--- src/rtl/uart_pkg.sv ---
// Shared UART definitions for the receive and transmit ends of the PC link.
package uart_pkg;

  typedef enum logic [2:0] {
    IDLE      = 3'd0,
    START     = 3'd1,
    DATA      = 3'd2,
    STOP      = 3'd3,
    WAIT_HIGH = 3'd4
  } uart_state_e;

  localparam int   DATA_BITS       = 8;
  localparam int   FRAME_BITS      = 10;
  localparam logic UART_IDLE_LEVEL = 1'b1;

endpackage

--- src/rtl/uart_receiver_if.sv ---
// Receiver-side signal bundle: serial line in, byte/status out, read acknowledge.
interface uart_receiver_if;
  import uart_pkg::*;

  logic                 rx;
  logic                 read;
  logic [DATA_BITS-1:0] data_out;
  logic                 data_valid;
  logic                 frame_error;
  logic                 overrun;
  logic                 busy;

  modport master (
    input  rx,
    input  read,
    output data_out,
    output data_valid,
    output frame_error,
    output overrun,
    output busy
  );

  modport slave (
    output rx,
    output read,
    input  data_out,
    input  data_valid,
    input  frame_error,
    input  overrun,
    input  busy
  );

endinterface

--- src/rtl/uart_rx_sync.sv ---
// Two-flop synchroniser for the asynchronous rx line; resets to the idle level
// so a reset never looks like a start bit.
module uart_rx_sync (
  input  logic clk_i,
  input  logic rst_ni,
  input  logic async_i,
  output logic sync_o
);
  import uart_pkg::*;

  logic meta_q;
  logic sync_q;

  always_ff @(posedge clk_i or negedge rst_ni) begin
    if (!rst_ni) begin
      meta_q <= UART_IDLE_LEVEL;
      sync_q <= UART_IDLE_LEVEL;
    end else begin
      meta_q <= async_i;
      sync_q <= meta_q;
    end
  end

  assign sync_o = sync_q;

endmodule

--- src/rtl/uart_receiver.sv ---
// 8N1 UART receiver: mid-bit sampling via a divider counter, byte presented
// with a valid/read handshake plus sticky framing-error and overrun flags.
//
// state     | meaning
// IDLE      | line idle, waiting for rx_s low
// START     | half-bit wait, confirm start bit still low
// DATA      | sample DATA_BITS bits, LSB first
// STOP      | sample stop bit, deliver byte or flag framing error
// WAIT_HIGH | line held low after bad stop, wait for it to return high
module uart_receiver #(
  parameter int CLKS_PER_BIT = 434,
  parameter int DATA_BITS    = 8
) (
  input  logic            clock_i,
  input  logic            reset_ni,
  uart_receiver_if.master bus
);
  import uart_pkg::*;

  localparam int CNT_W = $clog2(CLKS_PER_BIT);
  localparam int BIT_W = $clog2(DATA_BITS);

  localparam logic [CNT_W-1:0] HALF_LIM = CNT_W'(CLKS_PER_BIT / 2 - 1);
  localparam logic [CNT_W-1:0] FULL_LIM = CNT_W'(CLKS_PER_BIT - 1);
  localparam logic [BIT_W-1:0] LAST_BIT = BIT_W'(DATA_BITS - 1);

  logic                 rx_s;
  uart_state_e          state_q;
  logic [CNT_W-1:0]     cnt_q;
  logic [BIT_W-1:0]     bit_q;
  logic [DATA_BITS-1:0] shift_q;
  logic [DATA_BITS-1:0] data_q;
  logic                 valid_q;
  logic                 fe_q;
  logic                 ovr_q;
  logic                 busy_q;

  uart_rx_sync u_sync (
    .clk_i   (clock_i),
    .rst_ni  (reset_ni),
    .async_i (bus.rx),
    .sync_o  (rx_s)
  );

  // Frame completion is written after the read clear so a byte landing on the
  // read cycle keeps data_valid set.
  always_ff @(posedge clock_i or negedge reset_ni) begin
    if (!reset_ni) begin
      state_q <= IDLE;
      cnt_q   <= '0;
      bit_q   <= '0;
      shift_q <= '0;
      data_q  <= '0;
      valid_q <= 1'b0;
      fe_q    <= 1'b0;
      ovr_q   <= 1'b0;
      busy_q  <= 1'b0;
    end else begin
      if (bus.read) begin
        valid_q <= 1'b0;
        ovr_q   <= 1'b0;
      end

      case (state_q)
        IDLE: begin
          if (rx_s != UART_IDLE_LEVEL) begin
            state_q <= START;
            cnt_q   <= '0;
            busy_q  <= 1'b1;
          end
        end

        START: begin
          if (cnt_q == HALF_LIM) begin
            cnt_q <= '0;
            if (rx_s != UART_IDLE_LEVEL) begin
              state_q <= DATA;
              bit_q   <= '0;
            end else begin
              state_q <= IDLE;
              busy_q  <= 1'b0;
            end
          end else begin
            cnt_q <= cnt_q + CNT_W'(1);
          end
        end

        DATA: begin
          if (cnt_q == FULL_LIM) begin
            cnt_q   <= '0;
            shift_q <= {rx_s, shift_q[DATA_BITS-1:1]};
            if (bit_q == LAST_BIT) begin
              state_q <= STOP;
            end else begin
              bit_q <= bit_q + BIT_W'(1);
            end
          end else begin
            cnt_q <= cnt_q + CNT_W'(1);
          end
        end

        STOP: begin
          if (cnt_q == FULL_LIM) begin
            cnt_q <= '0;
            if (rx_s == UART_IDLE_LEVEL) begin
              data_q  <= shift_q;
              valid_q <= 1'b1;
              fe_q    <= 1'b0;
              ovr_q   <= valid_q & ~bus.read;
              state_q <= IDLE;
              busy_q  <= 1'b0;
            end else begin
              fe_q    <= 1'b1;
              state_q <= WAIT_HIGH;
            end
          end else begin
            cnt_q <= cnt_q + CNT_W'(1);
          end
        end

        WAIT_HIGH: begin
          if (rx_s == UART_IDLE_LEVEL) begin
            state_q <= IDLE;
            busy_q  <= 1'b0;
          end
        end

        default: begin
          state_q <= IDLE;
          cnt_q   <= '0;
          busy_q  <= 1'b0;
        end
      endcase
    end
  end

  assign bus.data_out    = data_q;
  assign bus.data_valid  = valid_q;
  assign bus.frame_error = fe_q;
  assign bus.overrun     = ovr_q;
  assign bus.busy        = busy_q;

endmodule

--- src/flat_wrapper.sv ---
// flat-port wrapper written by rule: the top's interface ports become plain ports
module uart_receiver_flat import uart_pkg::*;
#(
  parameter int CLKS_PER_BIT = 434,
  parameter int DATA_BITS    = 8
)
  (clock_i, reset_ni, bus_rx, bus_read, bus_data_out, bus_data_valid, bus_frame_error, bus_overrun, bus_busy);
  uart_receiver_if bus_i ();
  input  logic clock_i;
  input  logic reset_ni;
  input wire logic [$bits(bus_i.rx)-1:0] bus_rx;
  input wire logic [$bits(bus_i.read)-1:0] bus_read;
  output wire logic [$bits(bus_i.data_out)-1:0] bus_data_out;
  output wire logic [$bits(bus_i.data_valid)-1:0] bus_data_valid;
  output wire logic [$bits(bus_i.frame_error)-1:0] bus_frame_error;
  output wire logic [$bits(bus_i.overrun)-1:0] bus_overrun;
  output wire logic [$bits(bus_i.busy)-1:0] bus_busy;
  assign bus_i.rx = bus_rx;
  assign bus_i.read = bus_read;
  assign bus_data_out = bus_i.data_out;
  assign bus_data_valid = bus_i.data_valid;
  assign bus_frame_error = bus_i.frame_error;
  assign bus_overrun = bus_i.overrun;
  assign bus_busy = bus_i.busy;
  uart_receiver #(.CLKS_PER_BIT(CLKS_PER_BIT), .DATA_BITS(DATA_BITS)) u_core (.clock_i(clock_i), .reset_ni(reset_ni), .bus(bus_i));
endmodule
--- config.mk ---
export PLATFORM = sky130hd
export DESIGN_NAME = uart_receiver_flat
export DESIGN_NICKNAME = d
export VERILOG_FILES = /design/src/rtl/uart_pkg.sv /design/src/rtl/uart_receiver_if.sv /design/src/rtl/uart_rx_sync.sv /design/src/rtl/uart_receiver.sv /design/src/flat_wrapper.sv
export SDC_FILE = /design/constraint.sdc
export NUM_CORES = 1
export LEC_CHECK = 0
export CAP_MARGIN = 25
export CORE_ASPECT_RATIO = 1.25
export CORE_MARGIN = 1
export CORE_UTILIZATION = 56
export CTS_CLUSTER_DIAMETER = 30
export CTS_CLUSTER_SIZE = 12
export DETAILED_ROUTE_END_ITERATION = 7
export PLACE_DENSITY = 0.74
export RECOVER_POWER = 25
export SYNTH_ARGS = -nofsm -noshare
export SYNTH_HDL_FRONTEND = slang
export SYNTH_SLANG_ARGS = --single-unit
--- constraint.sdc ---
create_clock -name clock_i -period 2 [get_ports clock_i]
set_input_delay 0.4 -clock clock_i [delete_from_list [all_inputs] [get_ports clock_i]]
set_output_delay 0.4 -clock clock_i [all_outputs]
set_load 0.02 [all_outputs]
Yosys cells after proc, flatten, opt, wreduce, memory -nomap -nowiden
Cells that the tools add are included.
{ "totals": {"reg_bits": 37, "elab_cells": 74, "out_inout_bits": 12} }
{ "op_classes": {"addsub": 2, "reduce_logical": 10, "n_eq_ne": 15, "mux": 32, "bitwise_logic": 4} }
{ "ops": {"columns": ["op", "n"], "rows": [
  ["$pmux W9 S4", 1],
  ["$mux W3", 11],
  ["$mux W9", 3],
  ["$pmux W3 S5", 1],
  ["$mux W1", 13],
  ["$add A9 B1 Y9 const B", 1],
  ["$eq A9 B8 Y1 const B", 1],
  ["$eq A9 B9 Y1 const B", 1],
  ["$ne A2 B1 Y1 const B", 4],
  ["$ne A2 B2 Y1 const B", 4],
  ["$eq A3 B2 Y1 const B", 2],
  ["$eq A3 B3 Y1 const B", 2],
  ["$pmux W3 S2", 1],
  ["$reduce_and A2 Y1", 3],
  ["$reduce_and A6 Y1", 1],
  ["$pmux W1 S5", 1],
  ["$reduce_and A5 Y1", 1],
  ["$reduce_and A4 Y1", 1],
  ["$add A3 B1 Y3 const B", 1],
  ["$eq A3 B1 Y1 const B", 1],
  ["$logic_not A3 Y1", 1],
  ["$not A1 Y1", 3],
  ["$reduce_and A3 Y1", 1],
  ["$mux W2", 1],
  ["3 further kinds", 3]
]} }

Longest topological paths before layout
Gate-level depths: netlist of run 1.
{ "logic_depth": {"word_depth": 5, "mapped_depth": 7, "mapped_depth_nobuf": 6} }

Cells and area by module
Synthesis of run 1 repeated with hierarchy kept, for this count alone.
{ "unflattened": {"hier_cells": 164, "hier_area_um2": 1939.4} }
{ "by_module_without_submodules": {"columns": ["module", "cells_each", "n_inst", "seq_area_each_um2", "area_each_um2"], "rows": [
  ["uart_receiver", 162, 1, 875.8, 1886.8],
  ["uart_rx_sync", 2, 1, 52.6, 52.6]
]} }

Worst setup path before layout of run 1
No wires, ideal clock.
{ "synth_path": {"kind": "flip-flop to flip-flop", "start": "register u_core.cnt_q[1]", "end": "register u_core.bit_q[1]", "n_path_buf": 1, "period_less_slack_ns": 1.594, "path_slack_ns": 0.406, "arrival_ns": 1.514, "path_stages_with_launch": 8, "cell_sequence": "dfrtp_1 -> inv_1 -> ha_1 -> and4b_1 -> buf_2 -> nand4_4 -> or2_4 -> o211ai_2"} }
{ "synth_via": {"elab_chain_len": 3} }
{ "synth_rtl": {"columns": ["item", "line", "text"], "rows": [
  ["start, declared", "uart_receiver.sv:29", "logic [CNT_W-1:0] cnt_q;"],
  ["start signal, assigned", "uart_receiver.sv:84", "cnt_q <= cnt_q + CNT_W'(1);"],
  ["start signal, assigned", "uart_receiver.sv:98", "cnt_q <= cnt_q + CNT_W'(1);"],
  ["start signal, assigned", "uart_receiver.sv:117", "cnt_q <= cnt_q + CNT_W'(1);"],
  ["$eq A9 B9 Y1 / $eq A9 B8 Y1 (equally long branches)", "uart_receiver.sv:89, uart_receiver.sv:74", null],
  ["$ne A2 B1 Y1 (no line)", null, null],
  ["$reduce_and A5 Y1 (no line) *", null, null],
  ["end signal, assigned", "uart_receiver.sv:95", "bit_q <= bit_q + BIT_W'(1);"],
  ["end, declared", "uart_receiver.sv:30", "logic [BIT_W-1:0] bit_q;"]
]} }
Every way passes the cells marked *; elsewhere a longest branch is shown, timed or not.
A chain may end at the register's enable or synchronous reset.

Worst setup path in the final report of run 1
Same ends and word-level chain as after synthesis.

==> qor.csv, run 1 <==
stage,metric,value,unit
run_status,status,completed,
drt,iteration-0 DRC count of the detailed router,35,
synthesis,most used standard cell by instance count after synthesis,sky130_fd_sc_hd__dfrtp_1,
global_route,GRT Total Usage,23.2,%
power_and_ir_drop,power per cell area,632,nW/um^2
final_layout,proportion of layout cells with a drive suffix above 1,15.1,%
timing,transition time at the pin with the least slew margin,883,ps
placement,count of placed standard cells including taps,214,
timing,shortest clock period the worst path allows after layout,1840,ps
synthesis,Avg Inst Size Synth,11.0,um^2
clock_tree,worst skew pair latency,350,ps
clock_tree,clock sink count,37,
global_route,maximum number of pins on one net before global-route repair,38,
clock_tree,hold buffer count at cts,0,
floorplanning,area of the core,3030,um^2
drt,router iterations before antenna repair,5,
synthesis,Gate Count Post-Synth,168,
drt,average vias per placed instance,5.85,
timing,post-route worst hold slack,364,ps
synthesis,Syn Std Cell Area,1850,um^2
drt,drt total wl,3250,um
floorplanning,boundary pin count,16,
synthesis,post-synthesis async set-or-reset flop share,100,%
final_layout,"count of placed standard cells in the final layout, fillers left out",222,
synthesis,most used standard cells in the synthesized netlist,"sky130_fd_sc_hd__dfrtp_1 (35), sky130_fd_sc_hd__nand2_1 (23), sky130_fd_sc_hd__o21ai_0 (9)",
final_layout,Antenna Diode Count,0,
worst_setup_path,crit path max fanout,9,
clock_tree,Num CTS Buffers,5,
clock_tree,"Clk pin slew, worst setup/hold paths",110,ps
final_layout,area growth from synthesis to layout,14.0,%
floorplanning,std cell rows,22,
synthesis,count of unique library cells instantiated by Yosys,42,
synthesis,portion of synthesized cell area occupied by the leading cell type,47.5,%
synthesis,share of synthesized area occupied by flip-flops and latches,50.3,%
clock_tree,Post-CTS Resized,0,
synthesis,number of synthesized register bits,37,
placement,number of input and output port buffers inserted,15,
worst_setup_path,endpoint arrival time on the critical path,2110,ps
synthesis,net count after synthesis,177,
timing,final hold violation count,0,
synthesis,most frequently used flop master after synthesis,sky130_fd_sc_hd__dfrtp_1,
power_and_ir_drop,Worst IR Drop VDD,577,uV
global_route,wire length of the first global-routing pass,5860,um
clock_tree,post-CTS setup-driven buffer insertion count,0,
worst_setup_path,CP Data Required Time,2270,ps
placement,total half-perimeter wirelength after legalization and detailed placement,2370,um
floorplanning,die extent in x,53.3,um
synthesis,"EDFF count, synth",0,
clock_tree,"buffers from clock root to sink, at most",2,
worst_setup_path,Worst setup SP type,flop,
global_route,routing layer with the top usage in global route,met2,
timing,final clock period utilization by the worst path,92.1,%
flow_run,max-cap violation count,0,
timing,setup repair after global routing missed its margin,no,
hold_path,min-delay worst type,reg2reg,
floorplanning,die area,3530,um^2
timing,total negative slack,0,ps
global_route,Global Route met3 Usage,6.90,%
timing,worst clock skew on the final layout,11.9,ps
worst_setup_path,kind of critical path,reg2reg,
power_and_ir_drop,leakage power of the design,0.998,nW
drt,wire length per cell after detailed routing,14.6,um
clock_tree,root cell of the clock tree,sky130_fd_sc_hd__clkbuf_4,
timing,top achievable clock speed,543,MHz
timing,final count of negative-setup-slack endpoints,0,
global_route,antenna violations before repair,0,
floorplanning,vertical extent of the die,66.2,um
synthesis,dominant cells by area after synthesis,"sky130_fd_sc_hd__dfrtp_1 (47%), sky130_fd_sc_hd__mux2_1 (4.9%), sky130_fd_sc_hd__mux2_2 (4.9%)",
timing,max-slew violation count,0,
global_route,total grt overflow,0,
placement,weighted congestion at the end of routability-driven global placement,0.794,
timing,worst slew margin relative to its limit,41.1,%
global_route,met1 Track Usage GR,26.6,%
clock_tree,CTS H-tree depth,2,
synthesis,most area-hungry cell type in the Yosys netlist,sky130_fd_sc_hd__dfrtp_1,
floorplanning,initial cell density of the core,61.0,%
global_route,via count of the first global-routing pass,1320,
worst_setup_path,nature of the critical path endpoint,flop,
drt,routed vias,1298,
global_route,met2 Resource Use GR,38.9,%
drt,Final ANT Viol Nets,0,
final_layout,number of nets in the finished design,194,
clock_tree,CTS tree,built,
synthesis,Ys Warns,0,
power_and_ir_drop,post-route total power,1.33,mW
drt,DRC viols,0,
[sequential cells by signal (all words and copies together) (netlist names)]
register                flops
u_core.bus.data_out         8
u_core.bus.overrun          1
u_core.cnt_q                9
u_core.u_sync.sync_o        1
u_core.shift_q              8
u_core.u_sync.meta_q        1
u_core.bus.busy             1
u_core.bus.frame_error      1
u_core.bit_q                3
u_core.bus.data_valid       1
u_core.state_q              3
[where the power goes]
part	total, mW	internal (mW)	switching [mW]
clock network	0.551	0.297	0.254
registers	0.754	0.752	0.00270
logic	0.0239	0.00654	0.0174
[worst paths after layout]
check	endpoint	depth (start not counted)	startpoint	slack, ps
min in group asynchronous	u_core.shift_q[0]$_DFFE_PN0P_	2	reset_ni	690
worst min-delay path	u_core.u_sync.sync_o$_DFF_PN1_	0	u_core.u_sync.meta_q$_DFF_PN1_	360
max in group asynchronous	u_core.shift_q[3]$_DFFE_PN0P_	2	reset_ni	760
worst max-delay path	u_core.bit_q[1]$_DFFE_PN0P_	6	u_core.cnt_q[1]$_DFFE_PN0P_	160
worst max register to register	u_core.bit_q[1]$_DFFE_PN0P_	6	u_core.cnt_q[1]$_DFFE_PN0P_	160
worst min register to register	u_core.u_sync.sync_o$_DFF_PN1_	0	u_core.u_sync.meta_q$_DFF_PN1_	360
[logic make-up (layout without fill, tap and decap cells)]
family / after synthesis / after routing / synth area share [%]
AOI/OAI and AO/OA: 29 / 29 / 10.6
DFF: 37 / 37 / 50.3
buffers and inverters: 15 / 33 / 3.73
xor gates and xnor gates: 3 / 3 / 1.42
muxes: 18 / 18 / 10.8
adders and majority gates: 5 / 5 / 3.39
and+or+nand+nor: 61 / 61 / 19.7
[critical path, stage by stage, from the launching register on]
cell	delay, ps
sky130_fd_sc_hd__dfrtp_1	440
sky130_fd_sc_hd__inv_1	90
sky130_fd_sc_hd__ha_1	140
sky130_fd_sc_hd__and4b_1	400
sky130_fd_sc_hd__nand4_4	250
sky130_fd_sc_hd__or2_4	320
sky130_fd_sc_hd__o211ai_2	140
[cells in the final DEF, fill, tap and decap left out, drive strengths merged, types with 3 or more instances in the layout]
master / count
nor2b: 3
nand2: 23
clkbuf: 7
inv: 8
ha: 5
o22ai: 3
nor3: 5
dfrtp: 35
o21ai: 9
nor2: 6
a21oi: 6
o21a: 3
nand4: 3
clkdlybuf4s50: 13
nand3: 6
nand3b: 3
o211ai: 3
mux2: 16
[routing by layer]
| metal | share of wire (%) | vias up |
|---|---|---|
| li1 | - | 628 |
| met1 | 42 | 640 |
| met2 | 53 | 24 |
| met3 | 3.4 | 6 |
| met4 | 1.6 | 0 |
| met5 | 0 | - |
[metrics by stage]
step / worst slack (ps) / area, um^2 / utilization (%)
2_1_floorplan: 406 / 1850 / -
4_1_cts: 153 / 2110 / 69.5
5_1_grt: 20.9 / 2100 / 69.5
3_3_place_gp: 255 / 2020 / 66.6
6_report: 158 / 2100 / 69.5
3_5_place_dp: 182 / 2020 / 66.6
[cell type report]
type | count | area [um^2]
sequential | 37 | 928
fill | 229 | 925
clock buffer | 6 | 51.3
inverter | 8 | 30.0
clock inverter | 2 | 37.5
timing repair buffer | 17 | 163
multi-input combinational | 116 | 848
tap | 36 | 45.0
Power figures use the tool's default switching activity.
==> run 2, diff against run 1 <==
--- a/config.mk
+++ b/config.mk
@@ -14,6 +14,7 @@
 export DETAILED_ROUTE_END_ITERATION = 7
 export PLACE_DENSITY = 0.74
 export RECOVER_POWER = 25
+export SETUP_SLACK_MARGIN = 0.1
 export SYNTH_ARGS = -nofsm -noshare
 export SYNTH_HDL_FRONTEND = slang
 export SYNTH_SLANG_ARGS = --single-unit
==> qor.csv, run 2 (synthesized netlist as in run 1, its figures left out) <==
stage,metric,value,unit,change
floorplanning,vertical extent of the die,66.2,um,unchanged
final_layout,"leading cell type in the layout, fill and taps excluded",sky130_fd_sc_hd__dfrtp_1,,
run_status,status,completed,,
timing,final count of negative-setup-slack endpoints,0,,unchanged
floorplanning,std cell rows,22,,unchanged
clock_tree,"Clk pin slew, worst setup/hold paths",110,ps,about the same
final_layout,area growth from synthesis to layout,15.1,%,
hold_path,min-delay worst type,reg2reg,,
placement,total half-perimeter wirelength after legalization and detailed placement,2370,um,unchanged
timing,setup repair after global routing missed its margin,no,,
drt,average vias per placed instance,5.86,,+0.18%
drt,wire length per cell after detailed routing,14.8,um,+0.91%
timing,worst clock skew on the final layout,12.3,ps,+0.421 ps
power_and_ir_drop,leakage power of the design,1.00,nW,+0.64%
floorplanning,boundary pin count,16,,unchanged
drt,DRC viols,0,,unchanged
global_route,total grt overflow,0,,unchanged
power_and_ir_drop,Worst IR Drop VDD,574,uV,-0.43%
worst_setup_path,Worst setup SP type,flop,,
drt,iteration-0 DRC count of the detailed router,35,,unchanged
final_layout,register bank with the most flops,u_core.cnt_q,,
worst_setup_path,CP Data Required Time,2270,ps,about the same
final_layout,proportion of layout cells with a drive suffix above 1,18.1,%,+3.0 points
clock_tree,Num CTS Buffers,5,,unchanged
worst_setup_path,max incr delay on CP,480,ps,+40 ps
global_route,antenna violations before repair,0,,unchanged
worst_setup_path,kind of critical path,reg2reg,,
worst_setup_path,Crit-path slowest cell,sky130_fd_sc_hd__or4_1,,
timing,shortest clock period the worst path allows after layout,1780,ps,-65.5 ps
timing,top achievable clock speed,563,MHz,+3.7%
placement,weighted congestion at the end of routability-driven global placement,0.794,,unchanged
global_route,via count of the first global-routing pass,1320,,unchanged
final_layout,max reg flops,9,,unchanged
timing,final hold violation count,0,,unchanged
global_route,GRT Total Usage,23.2,%,unchanged
clock_tree,root cell of the clock tree,sky130_fd_sc_hd__clkbuf_4,,
final_layout,"commonest cells after routing, fill and taps aside","sky130_fd_sc_hd__dfrtp_1 (34), sky130_fd_sc_hd__nand2_1 (23), sky130_fd_sc_hd__clkdlybuf4s50_1 (13)",,
timing,total negative slack,0,ps,unchanged
clock_tree,clock sink count,37,,unchanged
final_layout,number of nets in the finished design,196,,+1.0%
drt,router iterations before antenna repair,4,,-1
final_layout,Antenna Diode Count,0,,unchanged
flow_run,max-cap violation count,0,,unchanged
drt,drt total wl,3310,um,+1.8%
worst_setup_path,endpoint arrival time on the critical path,2050,ps,-60 ps
global_route,wire length of the first global-routing pass,5860,um,unchanged
power_and_ir_drop,power per cell area,626,nW/um^2,-1.0%
clock_tree,hold buffer count at cts,0,,unchanged
timing,final clock period utilization by the worst path,88.8,%,-3.3 points
drt,Final ANT Viol Nets,0,,unchanged
global_route,maximum number of pins on one net before global-route repair,38,,unchanged
floorplanning,initial cell density of the core,61.0,%,unchanged
timing,max-slew violation count,0,,unchanged
worst_setup_path,nature of the critical path endpoint,flop,,
floorplanning,die extent in x,53.3,um,unchanged
worst_setup_path,crit path max fanout,6,,-3
clock_tree,CTS tree,built,,
placement,number of input and output port buffers inserted,15,,unchanged
worst_setup_path,cells traversed along the worst timing path,inv_1 -> ha_1 -> and4bb_2 -> nand3b_1 -> or4_1 -> a21oi_1,,
timing,transition time at the pin with the least slew margin,878,ps,-5.09 ps
floorplanning,area of the core,3030,um^2,unchanged
clock_tree,CTS H-tree depth,2,,unchanged
clock_tree,worst skew pair latency,350,ps,about the same
placement,cell area reported after detailed placement,2020,um^2,unchanged
drt,routed vias,1312,,+1.1%
clock_tree,"buffers from clock root to sink, at most",2,,unchanged
floorplanning,die area,3530,um^2,unchanged
timing,worst slew margin relative to its limit,41.4,%,+0.34 points
final_layout,total non-filler cell area in the finished layout,2120,um^2,+1.0%
[run 2: final timing paths]
path | to | startpoint | slack, ps | depth (start not counted)
max in group asynchronous | u_core.cnt_q[0]$_DFFE_PN0P_ | reset_ni | 720 | 2
worst min register to register | u_core.u_sync.sync_o$_DFF_PN1_ | u_core.u_sync.meta_q$_DFF_PN1_ | 360 | 0
worst max-delay path | u_core.state_q[1]$_DFFE_PN0P_ | u_core.cnt_q[0]$_DFFE_PN0P_ | 220 | 6
worst max register to register | u_core.state_q[1]$_DFFE_PN0P_ | u_core.cnt_q[0]$_DFFE_PN0P_ | 220 | 6
worst min-delay path | u_core.u_sync.sync_o$_DFF_PN1_ | u_core.u_sync.meta_q$_DFF_PN1_ | 360 | 0
min in group asynchronous | u_core.shift_q[0]$_DFFE_PN0P_ | reset_ni | 680 | 2
[run 2: critical path: cells and delay by family, from the launching register on]
| kind | cells | cell delay, ps |
|---|---|---|
| compound gates | 1 | 160 |
| fa+ha+maj | 1 | 130 |
| buf+inv | 1 | 80 |
| flops | 1 | 460 |
| simple gates | 3 | 860 |
[run 2: timing repair]
action,4_1_cts,5_1_grt
resized for setup,0,4
setup endpoints to repair,0,18
setup buffers,0,2
[run 2: cell type report]
cell class              instances  area (um^2)
repair buffers                 19          178
inverters                       8         30.0
flip-flops and latches         37          930
clock inverters                 2         37.5
multi-input cells             116          853
fillers                       230          903
clock buffers                   6         51.3
well taps                      36         45.0
[run 2: per-layer routing]
layer	track usage, %	up-vias	share of wire [%]
met5	0	-	0
met4	10.2	0	1.9
met3	6.90	8	3.7
met2	38.9	27	53
met1	26.6	645	41
li1	-	632	-
[run 2: power breakdown]
part           internal [mW]  switching, mW  leakage (nW)
clock network          0.297          0.254        0.0445
logic                0.00654         0.0173         0.471
registers              0.752        0.00270         0.488
total                   1.06          0.274          1.00
[run 2: per-stage QoR]
step	utilization [%]	total power [mW]	cells	worst slack [ps]	hold slack, ps
after floorplan	-	0.772	168	406	104
after global placement	66.6	0.794	214	255	347
after detailed placement	66.6	0.795	214	182	349
after CTS	69.5	1.35	222	153	366
after global routing	70.2	1.39	224	81.3	375
final	70.2	1.33	224	224	364
==> run 3, diff against run 2 <==
--- a/config.mk
+++ b/config.mk
@@ -15,6 +15,7 @@
 export PLACE_DENSITY = 0.74
 export RECOVER_POWER = 25
 export SETUP_SLACK_MARGIN = 0.1
+export SLEW_MARGIN = 5
 export SYNTH_ARGS = -nofsm -noshare
 export SYNTH_HDL_FRONTEND = slang
 export SYNTH_SLANG_ARGS = --single-unit
==> results of run 3 <==
No change in the layout: final DEF, timing and power equal those of run 2.
